[src/rtl/game_state_fsm.sv]
// ============================================================================
//  Module      : game_state_fsm
//  Description : Game-flow controller that tracks level, world and lives.
//  Revision    : 1.0 - initial release
// ============================================================================
`default_nettype none

module game_state_fsm #(
    parameter int LEVELS_PER_WORLD = 4,
    parameter int NUM_WORLDS       = 4,
    parameter int INIT_LIVES       = 3,
    parameter int HOLD_CYCLES      = 50000000
) (
    input  logic       clk,
    input  logic       rst,
    input  logic       startButton,
    input  logic [1:0] playerStatus,
    output logic [2:0] gameStatus,
    output logic [1:0] world,
    output logic [2:0] level,
    output logic [3:0] lives,
    output logic       level_load
);

    localparam logic [2:0] S_START     = 3'd0;
    localparam logic [2:0] S_PLAYING   = 3'd1;
    localparam logic [2:0] S_LEVEL_INC = 3'd2;
    localparam logic [2:0] S_WORLD_INC = 3'd3;
    localparam logic [2:0] S_LIFE_LOST = 3'd4;
    localparam logic [2:0] S_LOSE      = 3'd5;
    localparam logic [2:0] S_WIN       = 3'd6;

    localparam int               CNT_W      = $clog2(HOLD_CYCLES);
    localparam logic [CNT_W-1:0] HOLD_LAST  = CNT_W'(HOLD_CYCLES - 1);
    localparam logic [2:0]       LEVEL_LAST = 3'(LEVELS_PER_WORLD - 1);
    localparam logic [1:0]       WORLD_LAST = 2'(NUM_WORLDS - 1);
    localparam logic [3:0]       LIVES_INIT = 4'(INIT_LIVES);

    logic [2:0]       state;
    logic [2:0]       state_next;
    logic             sync1;
    logic             sync2;
    logic             sync3;
    logic             start_edge;
    logic [1:0]       status_q;
    logic             armed;
    logic [CNT_W-1:0] hold_cnt;
    logic             hold_done;
    logic             in_hold;
    logic             pass_ev;
    logic             die_ev;
    logic [1:0]       world_next;
    logic [2:0]       level_next;
    logic [3:0]       lives_next;
    logic             load_next;

    assign start_edge = sync2 & ~sync3;
    assign hold_done  = (hold_cnt == HOLD_LAST);
    assign in_hold    = (state == S_LEVEL_INC) || (state == S_WORLD_INC) ||
                        (state == S_LIFE_LOST);
    // Only an armed PLAYING state reacts, so a held pass/die counts once
    assign pass_ev    = armed && (status_q == 2'd1);
    assign die_ev     = armed && (status_q == 2'd2);
    assign gameStatus = state;

    always_ff @(posedge clk or negedge rst) begin
        if (!rst) begin
            state <= S_START;
        end else begin
            state <= state_next;
        end
    end

    always_comb begin
        state_next = state;
        case (state)
            S_START: begin
                if (start_edge) state_next = S_PLAYING;
            end
            S_PLAYING: begin
                if (pass_ev) begin
                    if (level < LEVEL_LAST)      state_next = S_LEVEL_INC;
                    else if (world < WORLD_LAST) state_next = S_WORLD_INC;
                    else                         state_next = S_WIN;
                end else if (die_ev) begin
                    if (lives > 4'd1) state_next = S_LIFE_LOST;
                    else              state_next = S_LOSE;
                end
            end
            S_LEVEL_INC, S_WORLD_INC, S_LIFE_LOST: begin
                if (hold_done) state_next = S_PLAYING;
            end
            S_LOSE, S_WIN: begin
                if (start_edge) state_next = S_START;
            end
            default: state_next = S_START;
        endcase
    end

    always_comb begin
        world_next = world;
        level_next = level;
        lives_next = lives;
        load_next  = (state_next == S_PLAYING) && (state != S_PLAYING);
        if (state == S_PLAYING) begin
            case (state_next)
                S_LEVEL_INC: level_next = level + 3'd1;
                S_WORLD_INC: begin
                    level_next = 3'd0;
                    world_next = world + 2'd1;
                end
                S_LIFE_LOST: lives_next = lives - 4'd1;
                S_LOSE:      lives_next = 4'd0;
                default:     ;
            endcase
        end else if (state_next == S_START) begin
            world_next = 2'd0;
            level_next = 3'd0;
            lives_next = LIVES_INIT;
        end
    end

    always_ff @(posedge clk or negedge rst) begin
        if (!rst) begin
            sync1      <= 1'b0;
            sync2      <= 1'b0;
            sync3      <= 1'b0;
            status_q   <= 2'd0;
            armed      <= 1'b0;
            hold_cnt   <= '0;
            world      <= 2'd0;
            level      <= 3'd0;
            lives      <= LIVES_INIT;
            level_load <= 1'b0;
        end else begin
            sync1      <= startButton;
            sync2      <= sync1;
            sync3      <= sync2;
            status_q   <= playerStatus;
            world      <= world_next;
            level      <= level_next;
            lives      <= lives_next;
            level_load <= load_next;
            if (load_next) begin
                armed <= 1'b0;
            end else if ((state == S_PLAYING) && (status_q == 2'd0)) begin
                armed <= 1'b1;
            end
            if (state_next != state) begin
                hold_cnt <= '0;
            end else if (in_hold) begin
                hold_cnt <= hold_cnt + 1'b1;
            end
        end
    end

endmodule

`default_nettype wire

[config.mk]
export PLATFORM = sky130hd
export DESIGN_NAME = game_state_fsm
export DESIGN_NICKNAME = d
export VERILOG_FILES = /design/src/rtl/game_state_fsm.sv
export SDC_FILE = /design/constraint.sdc
export NUM_CORES = 1
export LEC_CHECK = 0
export ABC_AREA = 1
export ABC_CLOCK_PERIOD_IN_PS = 2400
export CAP_MARGIN = 5
export CORE_MARGIN = 3
export CORE_UTILIZATION = 50
export DETAILED_ROUTE_END_ITERATION = 8
export PLACE_DENSITY_LB_ADDON = 0.25
export SLEW_MARGIN = 15
export SYNTH_ARGS = -nofsm -noshare
export SYNTH_HDL_FRONTEND = slang
export SYNTH_SLANG_ARGS = --single-unit
[constraint.sdc]
create_clock -name clk -period 2.4 [get_ports clk]
set_clock_uncertainty 0.05 [all_clocks]
set_input_delay 0.48 -clock clk [delete_from_list [all_inputs] [get_ports clk]]
set_output_delay 0.48 -clock clk [all_outputs]
set_load 0.02 [all_outputs]
; ---- Yosys cells after proc, flatten, opt, wreduce, memory -nomap -nowiden
; Index checks and enable logic that the tools add are counted.
[word_totals]
regBits = 45
latch_bits = 0
ram_bits = 0
rom_bits = 0
inputBits = 5
out_inout_bits = 13
word_cells = 78
memories = 0
[op_classes]
n_addsub = 4
mul = 0
div = 0
n_lt_le_gt_ge = 3
n_eq_ne = 19
n_shift = 0
muxes = 22
n_bitwise = 2
reduce_logical = 17
[op_table]
columns = cell, count
row1 = $mux 26, 2
row2 = $mux 3, 9
row3 = $add 26x1->26 const B, 1
row4 = $eq 26x26->1 const B, 1
row5 = $eq 3x3->1 const B, 5
row6 = $eq 3x2->1 const B, 4
row7 = $pmux 3 s4, 1
row8 = $ne 3x1->1 const B, 3
row9 = $mux 4, 2
row10 = $pmux 4 s2, 1
row11 = $eq 3x1->1 const B, 2
row12 = $logic_not 3->1, 2
row13 = $mux 2, 3
row14 = $pmux 3 s2, 1
row15 = $reduce_and 2->1, 3
row16 = $reduce_bool 2->1, 3
row17 = $gt 4x1->1 const B, 1
row18 = $logic_and 1x1->1, 4
row19 = $sub 4x1->4 const B, 1
row20 = $add 3x1->3 const B, 1
row21 = $lt 3x2->1 const B, 1
row22 = $mux 1, 3
row23 = $ne 3x3->1, 1
row24 = $reduce_or 3->1, 1
row25 = other kinds (10), 11

; ---- Depth between registers and ports, before layout
[logic_depth]
ltp_word = 8
mapped_depth = 14
ltp_nobuf = 14

; ---- Least setup slack after synthesis
; No wires, ideal clock.
[synth_path]
kind = register -> register
start = reg lives[0]
end = reg hold_cnt[13]
setup_time_ns = 0.122
arrival_ns = 1.898
t_required_ns = 2.228
setup_slack_ns = 0.329
stages_incl_launch_ff = 14
n_path_buf = 1
period_less_slack_ns = 2.071
path_cell_list = dfstp_2 -> inv_1 -> ha_1 -> nor2_1 -> nor2_1 -> nand2_1 -> nand3_1 -> nand2_1 -> nand2_1 -> a21oi_2 -> nand2_1 -> nand4_4 -> buf_6 -> nor2_2
[synth_via]
elab_chain_cells = 7
word_cells_on_any_way = 8
cone_classes = order compare: 1 / eq/ne: 1 / mux: 5 / reduce/logical: 1
[synth_lines]
columns = item, line
row1 = start: declaration, 21  ; output logic [3:0] lives,
row2 = start signal: assignment, 142  ; lives <= lives_next;
row3 = $gt 4x1->1 *, 86  ; if (lives > 4'd1) state_next = S_LIFE_LOST;
row4 = $mux 1 *, 86
row5 = $mux 3 *, 85  ; end else if (die_ev) begin
row6 = $mux 3 *, 81  ; if (pass_ev) begin
row7 = $pmux 3 s4 *, 76  ; case (state)
row8 = $ne 3x3->1 *, 149  ; if (state_next != state) begin
row9 = $mux 26 or $reduce_bool 2->1 (tied branches), n/a
row10 = end signal: assignment, 152  ; hold_cnt <= hold_cnt + 1'b1;
row11 = end: declaration, 47  ; logic [CNT_W-1:0] hold_cnt;
; Every way passes the cells marked *; elsewhere a longest branch is shown, timed or not.
; A chain may end at the register's enable or synchronous reset.

; ---- Worst setup path in the final report
[layout_path]
start = reg lives[0]
end = reg hold_cnt[24]
; The elaborated chain is that of the path after synthesis.

==> results.md <==
* DR vias/cell at roughly 5
* Most common flop cell mapped by yosys: dfrtp_1
* Drt first pass iters at 4
* Final Slew Violations at 0
* Sum Neg Setup Slack at 0 ns
* FF-to-FF End: hold_cnt[24]$_DFFE_PN0P_
* Status: finished, final reports clean
* Critical path endpoint category: register
* Top-count cell post-synth: nand2_1
* Mapped Cells at 337
* Final instance area at approximately 3100 sq um
* Startpoint Class: register
* Unrepaired setup endpoints after global routing: false
* CTS sink count at 45
* Max-Slew Margin vs Limit at between 40% and 50%
* Residual DRC count at 0
* Post-CTS Setup Repair Bufs at 0
* Final #Nets at between 300 and 400
* Post-DP Area at 2950 sq um
* Crit Path Category: register to register
* Worst-path clk slew at ~0.090 ns
* Area Growth Syn to Fin at 13.6%
* Mux cell area share after synthesis at less than 1%
* Total GRT Usage at between 10% and 20%
* WP data required at roughly 2.5 ns
* Via Count at 2165
* Std-Cell Rows at 26
* Maximum vdd ir drop at between 0.6 and 0.7 mV
* Critical-path cell list: inv_1 > ha_1 > nor2_1 > nor2_1 > nand2_1 > nand3_1 > nand2_1 > nand2_1 > a21oi_2 > nand2_1 > nand4_4 > buf_12 > nor2_1
* Aggregate global routing overflow at 0
* Compound-cell area share of the yosys netlist at under 10%
* FF-to-FF setup slack at roughly 0.19 ns
* Crit-path max cell delay at about 0.56 ns
* Area of the multi-input gates at 1360 sq um
* Fraction of registers with async set/reset at 100%
* Max Freq at 0.453 GHz
* Initial antenna violation count at 0
* Vias in the first global route at approximately 2.1k
* Net Count, Synth at 347
* Initial core utilization at between 50% and 60%
* Worst flop-to-flop path startpoint: lives[0]$_DFFE_PN1P_
* Flops & latches, synth at 45
* Final Core Density at between 50% and 60%
* Post-synthesis adder-cell area fraction at 2.33%
* Final Hold Viols at 0
* Max FO, Critical Path at 26
* Post-route insts no fill at around 430
* Die Y at 79.3 um
* Synth Area in Simple Gates at roughly a third
* Hold Path Class: input port to asynchronous set/reset pin
* Synth top area cells: dfrtp_1, nand2_1, xor2_1
* Hold_buf cts at 0
* Mapped Area at 2690 sq um
* Register area share after synthesis at 42.0%
* Pin count of the biggest net entering global routing at 39
* Skew-Pair Late Insertion Delay at 0.30 ns
* Final Cycle Share at between 90% and 100%
* Max-cap viol count at 0
* Yosys cell types at 31
* Reg area at ~1100 sq um
* Yosys top cell area share at between 40% and 50%
* Initial drt markers at between 90 and 100
* Most frequent cells after synthesis: nand2_1, dfrtp_1, inv_1, nor2_1, nor2_2
* Total power at 3.01 mW
* Overall die width at between 70 and 80 um
* Total CTS buffers at 5
* WL final at ~5200 um
* Total leakage power at 1.38 nW
* Pwr dens at about 990 nW/um^2
* Crit-path slowest cell: dfstp_2
* Post-CTS Resized at 0
* Layout cells sized above 1 at between 15 and 20%
* Pre-CTS setup slack at ~0.24 ns
* Tightest Pin Transition at ~0.83 ns
* Largest family of logic cells by synthesized area: simple AND/OR/NAND/NOR gates
* Routed wire length per instance at 12.1 um
* Post-synth EDFFs at 0
* Worst Reg-to-Reg Cells at 13
* Mapped Avg Cell Area at 7.98 sq um
* Clk root buf: clkbuf_8
* Gpl congestion at approximately 0.83
* CTS tree: yes
* Hold Slack at around 0.22 ns
* CP Data Arrival Time at 2.34 ns
* Setup ws final at 0.192 ns
* Biggest area consumer among synthesized cells: dfrtp_1
* First-pass GRT wire length at approximately 9300 um
* Fin crit period at approximately 2.2 ns
* H-tree depth at 2
* CTS Buffer Depth at 2
* Most frequent CP cell: nand2_1
* Filler instances at between 500 and 600
* DPL Wire Length at 3940 um
* Io pins at 18
* Number of routed nets with antenna violations at 0
* Die ar. at roughly 6300 sq um
* IO Port Bufs at 17
* Ant. Diodes at 0
* YS warnings at 0
* Final setup fails at 0
* XOR/XNOR Fraction of Synth Area at under 10%
* Core ar. at 5140 sq um
* Dpl cells at 426
==> cells by family (layout without fill, tap and decap cells) <==
kind of cell | count (synthesis) | in the layout
compound gates | 24 | 24
xor+xnor | 21 | 21
fa+ha+maj | 5 | 5
buf+inv | 45 | 72
flops | 45 | 45
mux | 1 | 1
simple gates | 196 | 196
==> power breakdown <==
part / internal [mW] / switching [mW]
sequential: 0.862 / 0.104
clock: 0.260 / 0.251
combinational: 0.537 / 0.997
==> critical path, delay by kind of cell (launching register included) <==
family | cells | cell delay [ns]
compound gates | 1 | 0.21
fa+ha+maj | 1 | 0.22
buf+inv | 2 | 0.27
flops | 1 | 0.56
simple gates | 9 | 0.76
==> metal layers <==
layer,routed length (um),vias to the layer above,GRT usage [%]
met3,143,6,3.63
li1,-,1122,-
met4,80,0,5.67
met1,2460,1009,22.9
met5,0,-,0
met2,2550,28,33.6
==> how the worst max path moves through the flow <==
stage                                          end            startpoint  cells past startpoint  slack, ns
after floorplan           hold_cnt[13]$_DFFE_PN0P_  lives[0]$_DFFE_PN1P_                     13       0.33
after global placement    hold_cnt[19]$_DFFE_PN0P_  lives[0]$_DFFE_PN1P_                     13       0.31
after detailed placement  hold_cnt[24]$_DFFE_PN0P_  lives[0]$_DFFE_PN1P_                     13       0.24
after CTS                 hold_cnt[24]$_DFFE_PN0P_  lives[0]$_DFFE_PN1P_                     13       0.21
after global routing      hold_cnt[24]$_DFFE_PN0P_  lives[0]$_DFFE_PN1P_                     13      0.004
final                     hold_cnt[24]$_DFFE_PN0P_  lives[0]$_DFFE_PN1P_                     13       0.19
==> area by class of cell <==
type	count	area share, %
clock buffers	7	3.15
clock inverters	1	0.164
inverters	41	5.04
multi-input cells	247	44.6
flip-flops and latches	45	36.9
well taps	70	2.87
repair buffers	23	7.29
==> placed cells by master (no fill, tap or decap), types with 2 or more instances in the layout <==
cell type and count:
nand2_1 86, dfrtp_1 43, inv_1 40, nor2_1 34
nor2_2 24, nand3_1 21, xor2_1 19, clkdlybuf4s50_1 16
nand4_1 10, a21oi_1 9, nand2_2 7, clkbuf_8 7
o21ai_0 5, nor3_1 5, ha_1 5, buf_4 5
a21oi_2 3, nand3_2 2, o21ai_2 2, nand4_4 2
xnor2_1 2, o22ai_1 2, dfstp_2 2
==> state kept, by name, summed over array words and instances (netlist names) <==
| signal | cells |
|---|---|
| armed | 1 |
| gameStatus | 3 |
| hold_cnt | 26 |
| level | 3 |
| level_load | 1 |
| lives | 4 |
| status_q | 2 |
| sync1 | 1 |
| sync2 | 1 |
| sync3 | 1 |
| world | 2 |
Note: power is estimated with default switching activity, not from simulation.
